==> config.mk <==
export PLATFORM = sky130hd
export DESIGN_NAME = mem_port_arbiter
export DESIGN_NICKNAME = d
export VERILOG_FILES = /design/src/rtl/mem_port_arbiter.sv
export SDC_FILE = /design/constraint.sdc
export NUM_CORES = 1
export LEC_CHECK = 0
export CELL_PAD_IN_SITES_DETAIL_PLACEMENT = 2
export CELL_PAD_IN_SITES_GLOBAL_PLACEMENT = 2
export CORE_AREA = 2 2 146 148
export DETAILED_ROUTE_END_ITERATION = 8
export DIE_AREA = 0 0 148 150
export HOLD_SLACK_MARGIN = 0.06
export PLACE_DENSITY = 0.81
export SYNTH_ARGS = -nofsm -noshare
export SYNTH_HDL_FRONTEND = slang
export SYNTH_SLANG_ARGS = --single-unit
==> constraint.sdc <==
create_clock -name clk -period 5.9 [get_ports clk]
set_clock_uncertainty 0.2 [all_clocks]
set_input_delay 0.885 -clock clk [delete_from_list [all_inputs] [get_ports clk]]
set_output_delay 0.885 -clock clk [all_outputs]
set_load 0.01 [all_outputs]
==> src/rtl/mem_port_arbiter.sv <==
// mem_port_arbiter: one single-port synchronous memory shared between
// instruction fetch and the MEM stage, with round-robin arbitration.
module mem_port_arbiter #(
  parameter int ADDR_W  = 32,
  parameter int DATA_W  = 32,
  parameter int MEM_LAT = 2
) (
  input  logic              clk,
  input  logic              reset,
  input  logic              if_req,
  input  logic [ADDR_W-1:0] if_addr,
  output logic [DATA_W-1:0] if_rdata,
  output logic              if_valid,
  input  logic              dm_read,
  input  logic              dm_write,
  input  logic [ADDR_W-1:0] dm_addr,
  input  logic [DATA_W-1:0] dm_wdata,
  output logic [DATA_W-1:0] dm_rdata,
  output logic              dm_valid,
  output logic              stall_if,
  output logic              stall_mem,
  output logic              mem_en,
  output logic              mem_we,
  output logic [ADDR_W-1:0] mem_addr,
  output logic [DATA_W-1:0] mem_wdata,
  input  logic [DATA_W-1:0] mem_rdata
);

  localparam int CNT_W = $clog2(MEM_LAT + 1);

  typedef enum logic [1:0] {
    IDLE,
    IF_WAIT,
    DM_WAIT
  } state_t;

  state_t           r_state;
  logic [CNT_W-1:0] r_cnt;
  logic             r_last_dm;
  logic             r_wr;

  logic w_dm_req;
  logic w_grant_dm;
  logic w_grant_if;

  assign w_dm_req = dm_read | dm_write;

  // On a tie the side that did not win last time goes first.
  assign w_grant_dm = w_dm_req & (~if_req | ~r_last_dm);
  assign w_grant_if = if_req & ~w_grant_dm;

  assign stall_if  = if_req & ~if_valid;
  assign stall_mem = w_dm_req & ~dm_valid;

  always_ff @(posedge clk or negedge reset) begin
    if (!reset) begin
      r_state   <= IDLE;
      r_cnt     <= '0;
      r_last_dm <= 1'b0;
      r_wr      <= 1'b0;
      if_rdata  <= '0;
      if_valid  <= 1'b0;
      dm_rdata  <= '0;
      dm_valid  <= 1'b0;
      mem_en    <= 1'b0;
      mem_we    <= 1'b0;
      mem_addr  <= '0;
      mem_wdata <= '0;
    end else begin
      mem_en   <= 1'b0;
      if_valid <= 1'b0;
      dm_valid <= 1'b0;
      unique case (r_state)
        IDLE: begin
          if (w_grant_dm) begin
            mem_en    <= 1'b1;
            mem_we    <= dm_write;
            mem_addr  <= dm_addr;
            mem_wdata <= dm_wdata;
            r_wr      <= dm_write;
            r_last_dm <= 1'b1;
            r_cnt     <= CNT_W'(MEM_LAT);
            r_state   <= DM_WAIT;
          end else if (w_grant_if) begin
            mem_en    <= 1'b1;
            mem_we    <= 1'b0;
            mem_addr  <= if_addr;
            r_wr      <= 1'b0;
            r_last_dm <= 1'b0;
            r_cnt     <= CNT_W'(MEM_LAT);
            r_state   <= IF_WAIT;
          end
        end
        IF_WAIT, DM_WAIT: begin
          // Stores finish on the first edge after the command.
          if (r_wr) begin
            dm_valid <= 1'b1;
            r_state  <= IDLE;
          end else if (r_cnt != '0) begin
            r_cnt <= r_cnt - 1'b1;
          end else begin
            if (r_state == IF_WAIT) begin
              if_rdata <= mem_rdata;
              if_valid <= 1'b1;
            end else begin
              dm_rdata <= mem_rdata;
              dm_valid <= 1'b1;
            end
            r_state <= IDLE;
          end
        end
        default: r_state <= IDLE;
      endcase
    end
  end

  a_en_pulse: assert property (
    @(posedge clk) disable iff (!reset)
    mem_en |=> !mem_en);

  a_one_valid: assert property (
    @(posedge clk) disable iff (!reset)
    !(if_valid && dm_valid));

endmodule

==> key figures, run 1 <==
Outcome
  – Outcome: complete, no violations

Clocking
  – Depth of the CTS H-tree: 4
  – Hold bufs inserted after CTS: 0
  – CTS tree: done
  – CTS Sinks: around 140
  – # Post-CTS Setup Buffers: 0
  – CTS buffer count: 17
  – Clock Tree Buf Depth: 2
  – Worst-skew pair later-pin latency: 0.42 ns
  – Post-cts sizing count: 0
  – Clock transition at path regs: 0.06 ns
  – Root buf cell: clkbuf_16

Timing
  – Slew HR: 45.8%
  – Final Cycle Share: 56.9%
  – RSZ-0062 raised after global routing: no
  – Final Setup Violations: 0
  – Max Slew Vio Count: 0
  – Fmax: between 0.2 and 0.3 GHz
  – Final setup TNS: 0 ns
  – Actual slew at the worst max-slew pin: 0.813 ns
  – Period minus WS final: 3.36 ns
  – Final Hold Fails: 0

Synthesis
  – Synth area leader: dfrtp_1
  – Seq/Total Area, Yosys: 62.7%
  – Synth top area cells: dfrtp_1 63%, mux2_2 19%, mux2i_1 5.9%
  – Cells after Synth: 387
  – Flops & latches, synth: 137
  – Avg Inst Size Synth: 14.1 um2
  – Post-synth top cells: 137 x dfrtp_1, 94 x mux2_2, 35 x nand2_1
  – Dominant cell by count in the synthesized netlist: dfrtp_1
  – Netlist Area Pre-Place: approximately 5500 um2
  – Fraction of registers with async set/reset: 100%
  – Post-synth top flop: dfrtp_1
  – Mapped Nets: 523
  – Post-synth EDFFs: 0
  – Post-synthesis cell type count: 28
  – Yosys warns: 0
  – Share of the synthesized area in the top cell type: 62.7%

Finish
  – Filler cell count: 2084
  – Post-layout nets: 793
  – Area grow syn2layout: 64.8%
  – Final non-filler cell area: 9010 um2
  – Fraction of layout cells with a size suffix above 1: 20.4%
  – Antenna diodes: 0

Global route
  – GRT overflow: 0
  – Global-route wire length before repair: 28300 um
  – Antenna violations before repair: 0
  – Number of global-route vias before repair: 4960
  – Largest net degree at the start of global routing: 75
  – All-Layer GR Usage: around 17%

Drt
  – Final wirelength: roughly 18000 um
  – First-pass DRT Iterations: 4
  – Antenna-violating nets left: 0
  – Drc violations: 0
  – Via count: about 4200
  – DR iter-0 viols: 81
  – Routed length per instance: 19.0 um
  – Vias per inst: about 4.4

Floorplan
  – Die area: 22200 um2
  – Rows: 53
  – Core area: slightly above 20000 um2
  – I/O pin count: between 200 and 300
  – Die Height: approximately 150 um
  – Die Wd: 148 um
  – Initial Util: a little over a quarter

Placed design
  – Port Buf Inserts: 266
  – DP HPWL: 13600 um
  – Gpl congestion: ~0.77
  – Placed inst area: about 8400 um2

Setup path
  – Reg2reg path depth: 4
  – Crit path launch type: primary input
  – Worst Setup SP: dm_write
  – CP required: 4.82 ns
  – Setup CP Type: primary input to primary output
  – Crit path arrival time: roughly 2.3 ns
  – CP max FO: 5
  – R2r startpoint: r_last_dm
  – CP endpoint kind: primary output

Min path
  – Hold crit path type: primary input to async pin

Pwr
  – Sw Share: 33.1%
  – Power, Total: ~0.005 W
  – Power per Cell Area: roughly 550 nW/um2
  – Gate power share: 45.0%
  – Leak: between 3 and 4 nW
  – Psw: approximately 0.0016 W
  – Pint: around 0.0033 W
  – Clock network fraction of total power: 20.8%
  – Peak VDD IR: 0.219 mV
  – Sequential share of power: 34.2%

Job
  – Max-cap violations: 0
-- state kept, by name, indices dropped and copies added (netlist names) --
register,count
dm_rdata,32
dm_valid,1
if_rdata,32
if_valid,1
mem_addr,32
mem_en,1
mem_wdata,32
r_cnt,2
r_last_dm,1
r_state,2
r_wr,1
-- critical path, stage by stage --
cell and delay [ns]:
clkdlybuf4s50_1 0.64, nor2_1 0.09, nor2_1 0.10, clkdlybuf4s50_1 0.55
-- layout make-up --
class | instances | area [um2] | share of cell area, %
sequential | 137 | 3430 | 38.0
timing repair buffer | 271 | 2700 | 30.0
multi-input combinational | 223 | 1950 | 21.6
clock buffer | 17 | 425 | 4.72
tap | 275 | 344 | 3.82
clock inverter | 15 | 141 | 1.57
inverter | 7 | 26.3 | 0.292
-- layout by cell type, fill, tap and decap left out, drive strengths merged --
master	Yosys	final
bufinv	0	1
mux2	96	96
a21oi	1	1
nor4b	1	1
clkinvlp	0	3
a211o	1	1
nand3b	1	1
clkinv	0	5
or4b	1	1
nor2	4	4
nor3	2	2
a32oi	1	1
ha	3	3
clkbuf	4	17
inv	7	13
nor2b	2	2
a32o	2	2
buf	16	6
mux2i	32	32
dfrtp	137	137
nand2	36	36
clkdlybuf4s50	0	265
o31ai	1	1
and3	1	1
o21ai	34	34
a21o	1	1
nor3b	1	1
or3b	1	1
a2bb2oi	1	1
-- power groups by stage --
stage | Combinational [W] | Sequential [W] | Clock [W]
2_1_floorplan | 0.000741 | 0.00187 | 0
3_3_place_gp | 0.00215 | 0.00165 | 0
3_5_place_dp | 0.00225 | 0.00171 | 0
4_1_cts | 0.00226 | 0.00169 | 0.00106
5_1_grt | 0.00238 | 0.00175 | 0.00111
6_report | 0.00221 | 0.00168 | 0.00102
-- layer usage --
layer	vias up	share of wire [%]	global-route usage [%]
met5	-	0	0
met2	139	56	31.3
met3	18	7.0	6.28
met4	0	1.2	4.33
met1	2124	36	17.5
li1	1893	-	-
-- cell families after synthesis --
logic type,count (synthesis),synth area share (%)
flip-flops,137,62.7
multiplexers,128,25.6
AND/OR/NAND/NOR,50,4.37
AO/OA/AOI/OAI,42,4.32
buffers and inverters,27,2.31
adder cells (fa/ha/maj),3,0.686
-- metrics by stage --
| stage | std cells | utilization [%] | hold slack [ns] | setup WS [ns] |
|---|---|---|---|---|
| 6_report | 945 | 43.6 | 0.279 | 2.54 |
| 5_1_grt | 945 | 43.6 | 0.307 | 2.49 |
| 3_5_place_dp | 913 | 40.8 | 0.277 | 2.23 |
| 4_1_cts | 945 | 43.6 | 0.288 | 2.54 |
| 2_1_floorplan | 387 | - | 0.248 | 3.67 |
| 3_3_place_gp | 913 | 40.8 | 0.265 | 2.36 |
-- worst paths after layout --
path | end | slack [ns]
worst max-delay path | stall_mem | 2.54
worst min-delay path | dm_rdata[9] | 0.28
worst max register to register | mem_wdata[10] | 3.42
worst min register to register | mem_addr[11] | 0.28
max in group asynchronous | dm_rdata[2] | 3.92
min in group clk | mem_addr[11] | 0.28
(Power assumes the default switching activity.)
==> run 2: changes to the inputs <==
--- a/config.mk
+++ b/config.mk
@@ -7,11 +7,11 @@
 export LEC_CHECK = 0
 export CELL_PAD_IN_SITES_DETAIL_PLACEMENT = 2
 export CELL_PAD_IN_SITES_GLOBAL_PLACEMENT = 2
-export CORE_AREA = 2 2 146 148
+export CORE_AREA = 2 2 158 160
 export DETAILED_ROUTE_END_ITERATION = 8
-export DIE_AREA = 0 0 148 150
+export DIE_AREA = 0 0 160 162
 export HOLD_SLACK_MARGIN = 0.06
-export PLACE_DENSITY = 0.81
+export PLACE_DENSITY = 0.73
 export SYNTH_ARGS = -nofsm -noshare
 export SYNTH_HDL_FRONTEND = slang
 export SYNTH_SLANG_ARGS = --single-unit
==> constraint.sdc (replaced) <==
create_clock -name clk -period 2.8 [get_ports clk]
set_clock_uncertainty 0.2 [all_clocks]
set_input_delay 0.42 -clock clk [delete_from_list [all_inputs] [get_ports clk]]
set_output_delay 0.42 -clock clk [all_outputs]
set_load 0.01 [all_outputs]
==> run 2 against run 1 <==
Compared with the run above:
- sequential power up 110%
- via count is 0.77% higher
- core utilization shrank 5.5 points
- final cell count increased by 5.8%
==> key figures, run 2 (synthesis results as in run 1) <==
Timing
  – Period minus WS final: roughly 2.4 ns
  – Actual slew at the worst max-slew pin: 0.648 ns (was 0.813 ns)
  – RSZ-0062 raised after global routing: no (unchanged)
  – Slew HR: 56.7% (was 45.8%)
  – Final Setup Violations: 0 (unchanged)
  – Final worst setup slack: 0.395 ns (was 2.54 ns)
  – Final Hold Fails: 0 (unchanged)
  – Final setup TNS: 0 ns (unchanged)
  – Final Cycle Share: 85.9%
  – Fmax: 0.416 GHz
  – Max Slew Vio Count: 0 (unchanged)

Min path
  – Hold crit path type: flip-flop to flip-flop (was primary input to async pin)
  – Worst Hold Depth: 2
  – Min-Delay Endpoint: mem_addr[8]
  – Min-delay src: mem_addr[8]

Outcome
  – Outcome: complete, no violations (unchanged)

Drt
  – Vias per inst: 4.21 (was 4.42)
  – First-pass DRT Iterations: 3 (was 4)
  – Routed length per instance: 18.5 um (was 19.0 um)
  – Via count: 4206 (was 4174)
  – Antenna-violating nets left: 0 (unchanged)
  – DR iter-0 viols: 72 (was 81)
  – Drc violations: 0 (unchanged)
  – Final wirelength: 18500 um (was 18000 um)

Finish
  – Register area: 3430 um2 (unchanged)
  – Multi-input gate area: 1950 um2 (unchanged)
  – Commonest cells after routing, fill and taps aside: 265 x clkdlybuf4s50_1, 137 x dfrtp_1, 94 x mux2_2 (unchanged)
  – Area grow syn2layout: 67.9% (was 64.8%)
  – Filler cell count: 2514 (was 2084)
  – Post-layout nets: 799 (was 793)
  – Commonest non-fill, non-tap cell in the layout: clkdlybuf4s50_1 (unchanged)
  – Util after Layout: 38.1% (was 43.6%)
  – Antenna diodes: 0 (unchanged)
  – Fraction of layout cells with a size suffix above 1: 20.7% (was 20.4%)

Floorplan
  – Die Wd: 160 um (was 148 um)
  – Core area: 24100 um2 (was 20700 um2)
  – I/O pin count: 267 (unchanged)
  – Initial Util: 22.7% (was 26.4%)
  – Die Height: 162 um (was 150 um)
  – Rows: 57 (was 53)
  – Die area: 25900 um2 (was 22200 um2)

Global route
  – All-Layer GR Usage: 14.5% (was 16.7%)
  – Antenna violations before repair: 0 (unchanged)
  – GRT overflow: 0 (unchanged)
  – Number of global-route vias before repair: 4880 (was 4960)
  – Largest net degree at the start of global routing: 58 (was 75)
  – Global-route wire length before repair: 29100 um (was 28300 um)

Pwr
  – Leak: 3.87 nW (was 3.81 nW)
  – Power per Cell Area: 1140 nW/um2 (was 545 nW/um2)
  – Peak VDD IR: 0.384 mV (was 0.219 mV)

Setup path
  – Worst Setup SP: dm_write (unchanged)
  – FF-to-FF setup slack: 0.61 ns (was 3.42 ns)
  – CP required: 2.18 ns (was 4.82 ns)
  – Setup CP Type: primary input to primary output (unchanged)
  – Crit Reg-Reg Endpoint: dm_rdata[12] (was mem_wdata[10])
  – Crit path launch type: primary input (unchanged)
  – Reg2reg path depth: 6 (was 4)
  – R2r startpoint: r_state[0] (was r_last_dm)
  – CP endpoint kind: primary output (unchanged)
  – Crit path arrival time: 1.78 ns (was 2.27 ns)
  – CP max FO: 5 (unchanged)

Clocking
  – Worst-skew pair later-pin latency: 0.41 ns (was 0.42 ns)
  – Clock transition at path regs: 0.06 ns (about the same)
  – # Post-CTS Setup Buffers: 0 (unchanged)
  – Clock Tree Buf Depth: 2 (unchanged)
  – Post-cts sizing count: 0 (unchanged)
  – CTS tree: done (unchanged)
  – Hold bufs inserted after CTS: 1 (was 0)
  – CTS Sinks: 137 (unchanged)
  – Root buf cell: clkbuf_16 (unchanged)
  – Depth of the CTS H-tree: 4 (unchanged)
  – CTS buffer count: 17 (unchanged)

Placed design
  – Worst slack at placement: 0.267 ns (was 2.23 ns)
  – Port Buf Inserts: 266 (unchanged)
  – Gpl congestion: 0.729 (was 0.775)
  – DP HPWL: 14000 um (was 13600 um)

Job
  – Max-cap violations: 0 (unchanged)
==> run 2: worst max-delay path: stages <==
cell and delay, ns:
clkdlybuf4s50_1 0.63, nor2_1 0.09, nor2_1 0.09, clkdlybuf4s50_1 0.54
==> run 2: layer usage <==
metal  track usage (%)  vias to the layer above  share of wire (%)
li1                  -                     1908                  -
met1              15.7                     2134                 38
met3              5.82                       14                7.6
met2              26.7                      150                 53
met5                 0                        -                  0
met4              3.15                        0               0.91
==> run 2: per-stage QoR <==
stage	cells	hold slack [ns]	total power (W)	cell area [um2]
finish	1000	0.282	0.0105	9180
global placement	967	0.222	0.00813	8580
floorplan	387	-0.0756	0.00549	5470
detailed placement	967	0.231	0.00838	8580
global route	1000	0.318	0.0112	9180
CTS	1000	0.291	0.0107	9180
==> run 2: power breakdown <==
part / leakage (nW) / total [W] / switching (W) / internal [W]
sequential: 1.64 / 0.00354 / 0.000559 / 0.00298
clock: 0.290 / 0.00226 / 0.000872 / 0.00139
combinational: 1.94 / 0.00472 / 0.00196 / 0.00276
total: 3.87 / 0.0105 / 0.00339 / 0.00713
==> run 2: how the worst max path moves through the flow <==
stage	endpoint	slack, ns	cells past startpoint
detailed placement	mem_addr[16]	0.27	5
floorplan	dm_rdata[10]	0.75	6
finish	stall_mem	0.40	4
global route	stall_mem	0.35	4
global placement	mem_addr[19]	0.37	5
CTS	stall_mem	0.38	4
==> run 2: layout make-up <==
cell class	instances	area share, %
Timing Repair Buffer	277	30.3
Clock inverter	10	1.28
Tap cell	324	4.41
Sequential cell	137	37.3
Inverter	7	0.286
Multi-Input combinational cell	223	21.2
Clock buffer	22	5.16
